===== config.mk =====
export PLATFORM = sky130hd
export DESIGN_NAME = imm_gen_pipe
export DESIGN_NICKNAME = d
export VERILOG_FILES = /design/src/rtl/imm_gen_pkg.sv /design/src/rtl/imm_decode.sv /design/src/rtl/imm_gen_pipe.sv
export SDC_FILE = /design/constraint.sdc
export NUM_CORES = 1
export LEC_CHECK = 0
export BUFFER_PORTS_ARGS = -buffer_cell sky130_fd_sc_hd__buf_2
export CAP_MARGIN = 20
export CORE_MARGIN = 2
export CORE_UTILIZATION = 40
export DETAILED_ROUTE_END_ITERATION = 16
export HOLD_SLACK_MARGIN = 0.15
export SLEW_MARGIN = 15
export SYNTH_ARGS = -nofsm -noshare
export SYNTH_HDL_FRONTEND = slang
export SYNTH_SLANG_ARGS = --single-unit

===== constraint.sdc =====
create_clock -name clk -period 1.9 [get_ports clk]
set_input_delay 0.095 -clock clk [delete_from_list [all_inputs] [get_ports clk]]
set_output_delay 0.095 -clock clk [all_outputs]
set_load 0.05 [all_outputs]

===== src/rtl/imm_gen_pkg.sv =====
// Shared opcodes, immediate-format codes and the decoded packet type.
package imm_gen_pkg;

  localparam logic [6:0] OP_LOAD   = 7'b0000011;
  localparam logic [6:0] OP_IMM    = 7'b0010011;
  localparam logic [6:0] OP_JALR   = 7'b1100111;
  localparam logic [6:0] OP_STORE  = 7'b0100011;
  localparam logic [6:0] OP_BRANCH = 7'b1100011;
  localparam logic [6:0] OP_LUI    = 7'b0110111;
  localparam logic [6:0] OP_AUIPC  = 7'b0010111;
  localparam logic [6:0] OP_JAL    = 7'b1101111;
  localparam logic [6:0] OP_SYSTEM = 7'b1110011;
  localparam logic [6:0] OP_OP     = 7'b0110011;
  localparam logic [6:0] OP_FENCE  = 7'b0001111;

  // Widest supported XLEN; narrower builds leave the upper bits zero.
  localparam int unsigned IMM_MAX_W = 64;

  typedef enum logic [2:0] {
    IMM_NONE = 3'd0,
    IMM_I    = 3'd1,
    IMM_S    = 3'd2,
    IMM_B    = 3'd3,
    IMM_U    = 3'd4,
    IMM_J    = 3'd5,
    IMM_Z    = 3'd6
  } imm_type_e;

  typedef struct packed {
    logic [IMM_MAX_W-1:0] imm;
    imm_type_e            imm_type;
    logic                 illegal;
  } imm_pkt_t;

  // Sign-extend a 32-bit immediate to the maximum width.
  function automatic logic [IMM_MAX_W-1:0] sext64(input logic [31:0] v);
    return {{(IMM_MAX_W-32){v[31]}}, v};
  endfunction

endpackage


===== src/rtl/imm_decode.sv =====
// Combinational immediate decoder: format, sign-extended immediate, illegal flag.
module imm_decode
  import imm_gen_pkg::*;
#(
  parameter int unsigned XLEN        = 32,
  parameter bit          CSR_ZIMM_EN = 1'b1
) (
  input  logic [31:0] instr,
  output imm_pkt_t    pkt
);

  logic [31:0] imm32;

  // Per-opcode immediate extraction; every path defaults to "no immediate".
  always_comb begin
    imm32        = '0;
    pkt.imm_type = IMM_NONE;
    pkt.illegal  = 1'b0;
    case (instr[6:0])
      OP_LOAD, OP_IMM, OP_JALR: begin
        imm32        = {{20{instr[31]}}, instr[31:20]};
        pkt.imm_type = IMM_I;
      end
      OP_STORE: begin
        imm32        = {{20{instr[31]}}, instr[31:25], instr[11:7]};
        pkt.imm_type = IMM_S;
      end
      OP_BRANCH: begin
        imm32        = {{19{instr[31]}}, instr[31], instr[7], instr[30:25], instr[11:8], 1'b0};
        pkt.imm_type = IMM_B;
      end
      OP_LUI, OP_AUIPC: begin
        imm32        = {instr[31:12], 12'b0};
        pkt.imm_type = IMM_U;
      end
      OP_JAL: begin
        imm32        = {{11{instr[31]}}, instr[31], instr[19:12], instr[20], instr[30:21], 1'b0};
        pkt.imm_type = IMM_J;
      end
      OP_SYSTEM: begin
        if (CSR_ZIMM_EN && (instr[14:12] != 3'b000)) begin
          imm32        = {27'b0, instr[19:15]};
          pkt.imm_type = IMM_Z;
        end
      end
      OP_OP, OP_FENCE: begin
        imm32 = '0;
      end
      default: begin
        pkt.illegal = 1'b1;
      end
    endcase
    // zimm has bit 31 clear, so sign extension leaves it zero-extended.
    pkt.imm = (XLEN == 64) ? sext64(imm32) : {32'b0, imm32};
  end

endmodule


===== src/rtl/imm_gen_pipe.sv =====
// Registered immediate generator with a 2-entry skid buffer and illegal counter.
module imm_gen_pipe
  import imm_gen_pkg::*;
#(
  parameter int unsigned XLEN        = 32,
  parameter bit          CSR_ZIMM_EN = 1'b1,
  parameter int unsigned CNT_W       = 16
) (
  input  logic             clk,
  input  logic             rst_n,
  input  logic             flush,
  input  logic             in_valid,
  output logic             in_ready,
  input  logic [31:0]      instr,
  output logic             out_valid,
  input  logic             out_ready,
  output logic [XLEN-1:0]  imm_val,
  output imm_type_e        imm_type,
  output logic             illegal,
  output logic [CNT_W-1:0] illegal_cnt
);

  typedef struct packed {
    logic [XLEN-1:0] imm;
    imm_type_e       imm_type;
    logic            illegal;
  } ent_t;

  imm_pkt_t dec_pkt;
  ent_t     dec_ent, m_ent, s_ent;
  logic     m_valid, s_valid, rdy_q;
  logic     m_valid_nxt, s_valid_nxt;
  logic     m_load_in, m_load_s, s_load;
  logic     accept, drain;

  imm_decode #(
    .XLEN        (XLEN),
    .CSR_ZIMM_EN (CSR_ZIMM_EN)
  ) u_dec (
    .instr (instr),
    .pkt   (dec_pkt)
  );

  // Narrow the decoded packet to the configured datapath width.
  always_comb begin
    dec_ent.imm      = dec_pkt.imm[XLEN-1:0];
    dec_ent.imm_type = dec_pkt.imm_type;
    dec_ent.illegal  = dec_pkt.illegal;
  end

  // Upper decoder bits are always zero for a 32-bit build.
  if (XLEN < IMM_MAX_W) begin : g_hi
    logic unused_hi;
    assign unused_hi = ^dec_pkt.imm[IMM_MAX_W-1:XLEN];
  end

  assign accept = in_valid && rdy_q && !flush;
  assign drain  = m_valid && out_ready;

  // Skid control: M feeds the output, S only fills when M is stalled.
  always_comb begin
    m_valid_nxt = m_valid;
    s_valid_nxt = s_valid;
    m_load_in   = 1'b0;
    m_load_s    = 1'b0;
    s_load      = 1'b0;
    if (flush) begin
      m_valid_nxt = 1'b0;
      s_valid_nxt = 1'b0;
    end else if (drain) begin
      if (s_valid) begin
        m_load_s    = 1'b1;
        s_valid_nxt = 1'b0;
      end else if (accept) begin
        m_load_in = 1'b1;
      end else begin
        m_valid_nxt = 1'b0;
      end
    end else if (accept) begin
      if (m_valid) begin
        s_load      = 1'b1;
        s_valid_nxt = 1'b1;
      end else begin
        m_load_in   = 1'b1;
        m_valid_nxt = 1'b1;
      end
    end
  end

  // Buffer state and data registers; in_ready is the registered inverse of S.valid.
  always_ff @(posedge clk or negedge rst_n) begin
    if (!rst_n) begin
      m_valid <= 1'b0;
      s_valid <= 1'b0;
      rdy_q   <= 1'b0;
      m_ent   <= '0;
      s_ent   <= '0;
    end else begin
      m_valid <= m_valid_nxt;
      s_valid <= s_valid_nxt;
      rdy_q   <= !s_valid_nxt;
      if (m_load_s) begin
        m_ent <= s_ent;
      end else if (m_load_in) begin
        m_ent <= dec_ent;
      end
      if (s_load) begin
        s_ent <= dec_ent;
      end
    end
  end

  // Saturating count of illegal instructions taken in (flushed inputs never count).
  always_ff @(posedge clk or negedge rst_n) begin
    if (!rst_n) begin
      illegal_cnt <= '0;
    end else if (accept && dec_ent.illegal && (illegal_cnt != '1)) begin
      illegal_cnt <= illegal_cnt + CNT_W'(1);
    end
  end

  assign in_ready  = rdy_q;
  assign out_valid = m_valid;
  assign imm_val   = m_ent.imm;
  assign imm_type  = m_ent.imm_type;
  assign illegal   = m_ent.illegal;

endmodule


Word-level counts from Yosys, hierarchy flattened
Cells that the tools add are included.
Widths: inputs -> output; s select.
{"block": "totals", "output_inout_bits": 54, "elab_cells": 68, "register_bits": 91, "inputBits": 37}
{"block": "classes", "reduce_logical": 14, "addsub": 1, "n_mux": 29, "eq_ne": 14}
{"operator": "$pmux 32 s6", "n": 1}
{"operator": "$mux 36", "n": 2}
{"operator": "$eq 7x7->1 const B", "n": 4}
{"operator": "$mux 1", "n": 23}
{"operator": "$eq 7x6->1 const B", "n": 3}
{"operator": "$pmux 3 s6", "n": 1}
{"operator": "$add 16x1->16 const B", "n": 1}
{"operator": "$ne 16x16->1 const B", "n": 1}
{"operator": "$eq 7x5->1 const B", "n": 2}
{"operator": "$reduce_or 11->1", "n": 1}
{"operator": "$eq 7x2->1 const B", "n": 1}
{"operator": "$eq 7x4->1 const B", "n": 1}
{"operator": "$ne 3x3->1 const B", "n": 2}
{"operator": "$reduce_bool 3->1", "n": 2}
{"operator": "$logic_and 1x1->1", "n": 5}
{"operator": "$mux 5", "n": 1}
{"operator": "$mux 3", "n": 1}
{"operator": "$reduce_and 3->1", "n": 1}
{"operator": "$reduce_or 3->1", "n": 1}
{"operator": "$logic_not 1->1", "n": 2}
{"operator": "$reduce_bool 2->1", "n": 1}
{"operator": "$reduce_or 2->1", "n": 1}

Longest topological paths before layout
{"block": "depth", "depth_word": 8, "mapped_depth": 8, "ltp_nobuf": 6}

Hierarchy
A second synthesis with hierarchy kept.
{"block": "unflattened", "hier_cells": 434, "hier_area_um2": 4805.9}
{"module": "imm_gen_pipe", "seq_area_each_um2": 2277.2, "area_per_inst_um2": 3935.0, "instances": 1, "cells_per_inst": 311}
{"module": "imm_decode", "seq_area_each_um2": 0.0, "area_per_inst_um2": 870.8, "instances": 1, "cells_per_inst": 123}

Least setup slack after synthesis
Ideal clock, no wire load.
{"block": "synth_timing", "path_kind": "reg2reg", "startpoint": "register illegal_cnt[0]", "endpoint": "register illegal_cnt[1]", "arrival_time_ns": 1.906, "required_time_ns": 1.772, "path_slack_ns": -0.133, "period_less_slack_ns": 2.033, "setup_time_ns": 0.128, "stages_incl_launch_ff": 7, "n_path_buf": 0, "cell_sequence": "dfrtp_1 ha_1 nand3_1 nor2_1 nand3_1 nand2_1 mux2_1"}
{"block": "synth_via", "elab_chain_cells": 2, "word_cells_on_any_way": 3, "cone_classes": "1 x add/sub; 1 x eq/ne; 1 x reduce/logical"}
{"item": "start, declared", "line_no": "imm_gen_pipe.sv:20", "rtl": "output logic [CNT_W-1:0] illegal_cnt"}
{"item": "start signal, assigned", "line_no": "imm_gen_pipe.sv:118", "rtl": "illegal_cnt <= illegal_cnt + CNT_W'(1);"}
{"item": "parallel branches: the longest is 2 deep, another holds $add 16x1->16"}
Parallel ways; which one is timed is not known.
A chain may end at the register's enable or synchronous reset.

Worst setup path in the final report
{"block": "layout_timing", "startpoint": "input port flush", "endpoint": "register m_ent, in the netlist imm_val[15]"}
{"block": "layout_via", "elab_chain_cells": 7, "word_cells_on_any_way": 10, "cone_classes": "7 x mux; 3 x reduce/logical"}
{"item": "start, declared", "line_no": "imm_gen_pipe.sv:11", "rtl": "input logic flush,"}
{"item": "$logic_not 1->1", "line_no": "imm_gen_pipe.sv:57", "rtl": "assign accept = in_valid && rdy_q && !flush;"}
{"item": "$logic_and 1x1->1", "line_no": "imm_gen_pipe.sv:57"}
{"item": "$mux 1", "line_no": "imm_gen_pipe.sv:74", "rtl": "end else if (accept) begin"}
{"item": "$mux 1", "line_no": "imm_gen_pipe.sv:71", "rtl": "if (s_valid) begin"}
{"item": "$mux 1", "line_no": "imm_gen_pipe.sv:70", "rtl": "end else if (drain) begin"}
{"item": "$mux 1", "line_no": "imm_gen_pipe.sv:67", "rtl": "if (flush) begin"}
{"item": "$reduce_bool 2->1 (no line)"}
{"item": "end signal, assigned", "line_no": "imm_gen_pipe.sv:103", "rtl": "m_ent <= s_ent;"}
{"item": "end signal, assigned", "line_no": "imm_gen_pipe.sv:105", "rtl": "m_ent <= dec_ent;"}
{"item": "end, declared", "line_no": "imm_gen_pipe.sv:30", "rtl": "ent_t dec_ent, m_ent, s_ent;"}
Several ways; a longest one is shown, not always the timed one.

==> results.md <==
Finish:
- The multi-input gate area in the final layout is approximately 0.0019 mm^2.
- At the end of the flow the core is filled with cells to 0.526.
- The area growth from synthesis to layout is 26.6%.
- The final antenna diode count is 0.
- The number of fill cells is between 900 and 1000.
- Summing all flip-flop and latch instances after layout gives 0.00228 mm^2.
- The fraction of layout instances using a drive strength above 1 is 0.286.
- In the final design database the tool counted between 500 and 600 nets.

Timing:
- The post-route fraction of the period consumed by the critical path is 0.933.
- The final-report max-slew violation count is 0.
- Setup repair after global routing left no endpoint under its margin.
- The time the worst path needs with I/O delays and setup is approximately 1.8 ns.
- Setup violations remaining at the end of the flow were counted as 0.
- At the pin with the least slew margin, the transition time is 0.584 ns.
- The final number of hold-violating endpoints is 0.
- The timing-limited maximum frequency is between 500 and 600 MHz.
- The setup skew after layout is between 0.007 and 0.008 ns.
- In this run the tightest slew margin relative to its limit is 0.610.
- The setup TNS is 0 ns.

Synthesis:
- The sequential-to-total area share from yosys stat is 0.529.
- The library cell with the highest instance count after synthesis is dfrtp_1.
- After synthesis, the largest family of logic cells by area is compound AO/OA/AOI/OAI gates.
- The post-synth net total is approximately 450.
- The share of the synthesized area in compound gates (AO/OA/AOI/OAI) came to 0.219.
- Of the total synthesized cell area, the portion taken by AND, OR, NAND and NOR gates is 0.175.
- The number of library cell types mapped by synthesis is 51.
- The flop and latch count out of synthesis is 91.
- Counting flops with a built-in enable in the synthesized netlist gives 0.
- The synthesized-area fraction occupied by adder cells is 0.00291.
- The dominant cell type by area after synthesis is dfrtp_1.
- By area the synthesized netlist is led by dfrtp_1 53%, nand2_1 4.4%, a22o_1 4.3%.
- Sorting the synthesized cells by how often they occur yields 91 x dfrtp_1, 51 x nand2_1, 30 x nor2_1.
- Of all flip-flops after synthesis, the portion carrying an async set or reset was 1.00.
- Measured against the total synthesized area, the mux share comes to 0.0102.
- For this run, the number of Yosys warnings is 0.
- In the synthesized netlist the dominant register cell turns out to be dfrtp_1.
- The proportion of netlist area held by the largest area contributor is 0.529.
- Of the total synthesized cell area, the portion taken by XOR and XNOR cells is 0.0244.
- The synthesized netlist occupies a cell area of approximately 0.0043 mm^2.
- Synthesis handed over a netlist of slightly above 400 instances.
- Each instance of the synthesized netlist takes up on average about 10 um^2.

Place:
- The placed wire-length estimate is 8.33 mm.
- The number of I/O port buffers is 90.
- Routability-driven placement finished with a final weighted congestion of roughly 0.89.

Run:
- The max-capacitance violation count is 0.

Pwr:
- The worst-case IR drop observed on VDD is about 0.77 mV.
- The standby leakage power is roughly 2.7 nW.
- The power per standard cell area is 888 mW/mm^2.

Floorplanning:
- The number of placement rows is 37.
- The area of the placeable core is 0.0104 mm^2.
- Measured along the y axis, the die boundary spans 108 um.
- For this design the top-level I/O count stands at 91.
- The die is 108 um wide.
- The die area is ~0.012 mm^2.
- For this configuration, the core starts out at a cell density of 0.415.

Setup path:
- Counting cells, the worst reg-to-reg path comes to 5.
- The type of element capturing the critical path is a flip-flop.
- The startpoint identified for the worst register-to-register timing path is illegal_cnt[7]$_DFFE_PN0P_.
- The worst setup path startpoint is flush.
- The slack of the worst reg-to-reg path is between 0.2 and 0.25 ns.
- The maximum fanout along the worst path is 8.
- The worst setup path is of the input port to flip-flop kind.
- Data on the critical path arrives at its endpoint at ~2 ns.
- The element type at the critical path start is an input port.
- The required time at the worst-slack endpoint is between 2 and 2.5 ns.

Route:
- The routed wire length is 11.6 mm.
- The top layer reached by signal wires is met4.
- The wire length on met2 is about 5.6 mm.
- The first-pass iteration count of the detailed router is 5.
- In the final routed layout, each cell accounts on average for ~17 um.
- The number of remaining DRC errors is 0.
- After detailed routing, the met3 layer carries between 700 and 800 um of wire.
- The met1 wire length is 5.10 mm.
- The violation count after the first detailed-routing iteration is about 250.
- The total vias in the final route is 3726.
- In this run the remaining antenna-violating nets after routing total 0.
- Dividing the detail-routed via count by the number of cells gives around 5.5.

Clock tree:
- The insertion delay of the later-clocked pin in the worst-skew pair is 0.36 ns.
- The total setup buffers inserted after CTS is 0.
- The level count of the clock H-tree is 3.
- Counting every sink on the clock net gives 91.
- The TritonCTS clock tree is done.
- In this run the clock root is driven by a clkbuf_8.
- Clock tree synthesis inserted a total of 9 buffers.
- The clock tree buffer depth is 2.
- Clock-pin slew was measured on the worst setup and hold paths at approximately 0.080 ns.

Global route:
- The wire length of the first global-routing pass is ~19 mm.
- The via count of the first global-routing pass is 3559.
- Entering global routing, the biggest net connects 39 pins.
- For this run the aggregate overflow at the end of global routing stands at 0.
- The initial antenna violation count was 0.
- The total global-route track usage is 0.209.

Worst hold path:
- The startpoint identified for the worst hold timing path is in_valid.
- Along the worst hold path, the cell count comes to 3.
- In this run the worst hold path is classified as input port to flip-flop.

Outcome:
- The run finished with clean final reports.
-- final timing paths --
check / end
max: imm_val[15]$_DFFE_PN0P_
min: in_ready$_DFF_PN0_
max reg2reg: illegal_cnt[1]$_DFFE_PN0P_
min reg2reg: s_ent[3]$_DFFE_PN0P_
max in group asynchronous: imm_val[4]$_DFFE_PN0P_
min in group asynchronous: s_ent[4]$_DFFE_PN0P_
-- per-layer routing --
layer / GRT usage / up-vias
met5: 0 / -
met3: 0.0412 / 14
met1: 0.289 / 1828
met4: 0.0668 / 0
met2: 0.332 / 130
li1: - / 1754
-- flip-flops by register name, summed over array words and instances (netlist names) --
| name | count |
|---|---|
| illegal | 1 |
| illegal_cnt | 16 |
| imm_type | 3 |
| imm_val | 32 |
| in_ready | 1 |
| out_valid | 1 |
| s_ent | 36 |
| s_valid | 1 |
-- worst max-delay path, stage by stage --
cell,delay (ns)
dlygate4sd3_1,0.53
buf_2,0.16
and3b_1,0.26
o21ai_1,0.13
buf_4,0.20
nor2b_1,0.45
nand2_1,0.12
nand3_1,0.11
-- placed cells by master, fill, tap and decap left out, types with 7 or more instances in the layout --
cell           Yosys  layout
and3_1             7       7
a211o_1           14      14
dfrtp_1           91      86
nand2_1           51      51
dlygate4sd3_1      0      23
buf_2             14      89
inv_1              8       8
o21ai_1           14      14
buf_4              1      20
nor2_1            30      29
clkbuf_8           0      10
nand3_1           14      14
a22o_1            21      21
o21ai_0           15      15
xnor2_1           12      12
a22oi_1           24      24
a21oi_1           25      24
-- kinds of logic after synthesis --
| group | Yosys count |
|---|---|
| xor gates and xnor gates | 12 |
| muxes | 4 |
| DFF | 91 |
| adders and majority gates | 1 |
| and+or+nand+nor | 139 |
| buffers and inverters | 35 |
| AOI/OAI and AO/OA | 132 |
-- what timing repair did --
item	CTS	global route
hold buffers	23	0
resized for setup	0	3
endpoints found under the hold margin	125	0
endpoints found under the setup margin	0	24
-- power breakdown --
group | switching, mW | total, mW | internal, mW
Combinational | 0.689 | 1.03 | 0.339
Sequential | 0.175 | 2.34 | 2.17
Clock | 0.686 | 1.47 | 0.785
-- final cells by class --
cell class,count,share of cell area
Tap cell,136,0.0312
Clock buffer,11,0.0259
Sequential cell,91,0.419
Inverter,10,0.00689
Timing Repair Buffer,134,0.159
Multi-Input combinational cell,288,0.343
Clock inverter,5,0.0156
-- through the flow --
stage               instance area, um^2  setup WS [ns]  hold WS (ns)  total power, mW  instances
finish                             5450          0.128         0.163             4.84        675
global route                       5450        0.00964         0.197             5.07        675
CTS                                5440         0.0854         0.158             4.87        675
detailed placement                 4990          0.175         0.118             3.37        636
global placement                   4990          0.195         0.106             3.35        636
floorplan                          4310         0.0250        -0.201             3.03        414
No activity file was read; power rests on OpenSTA's default activity.
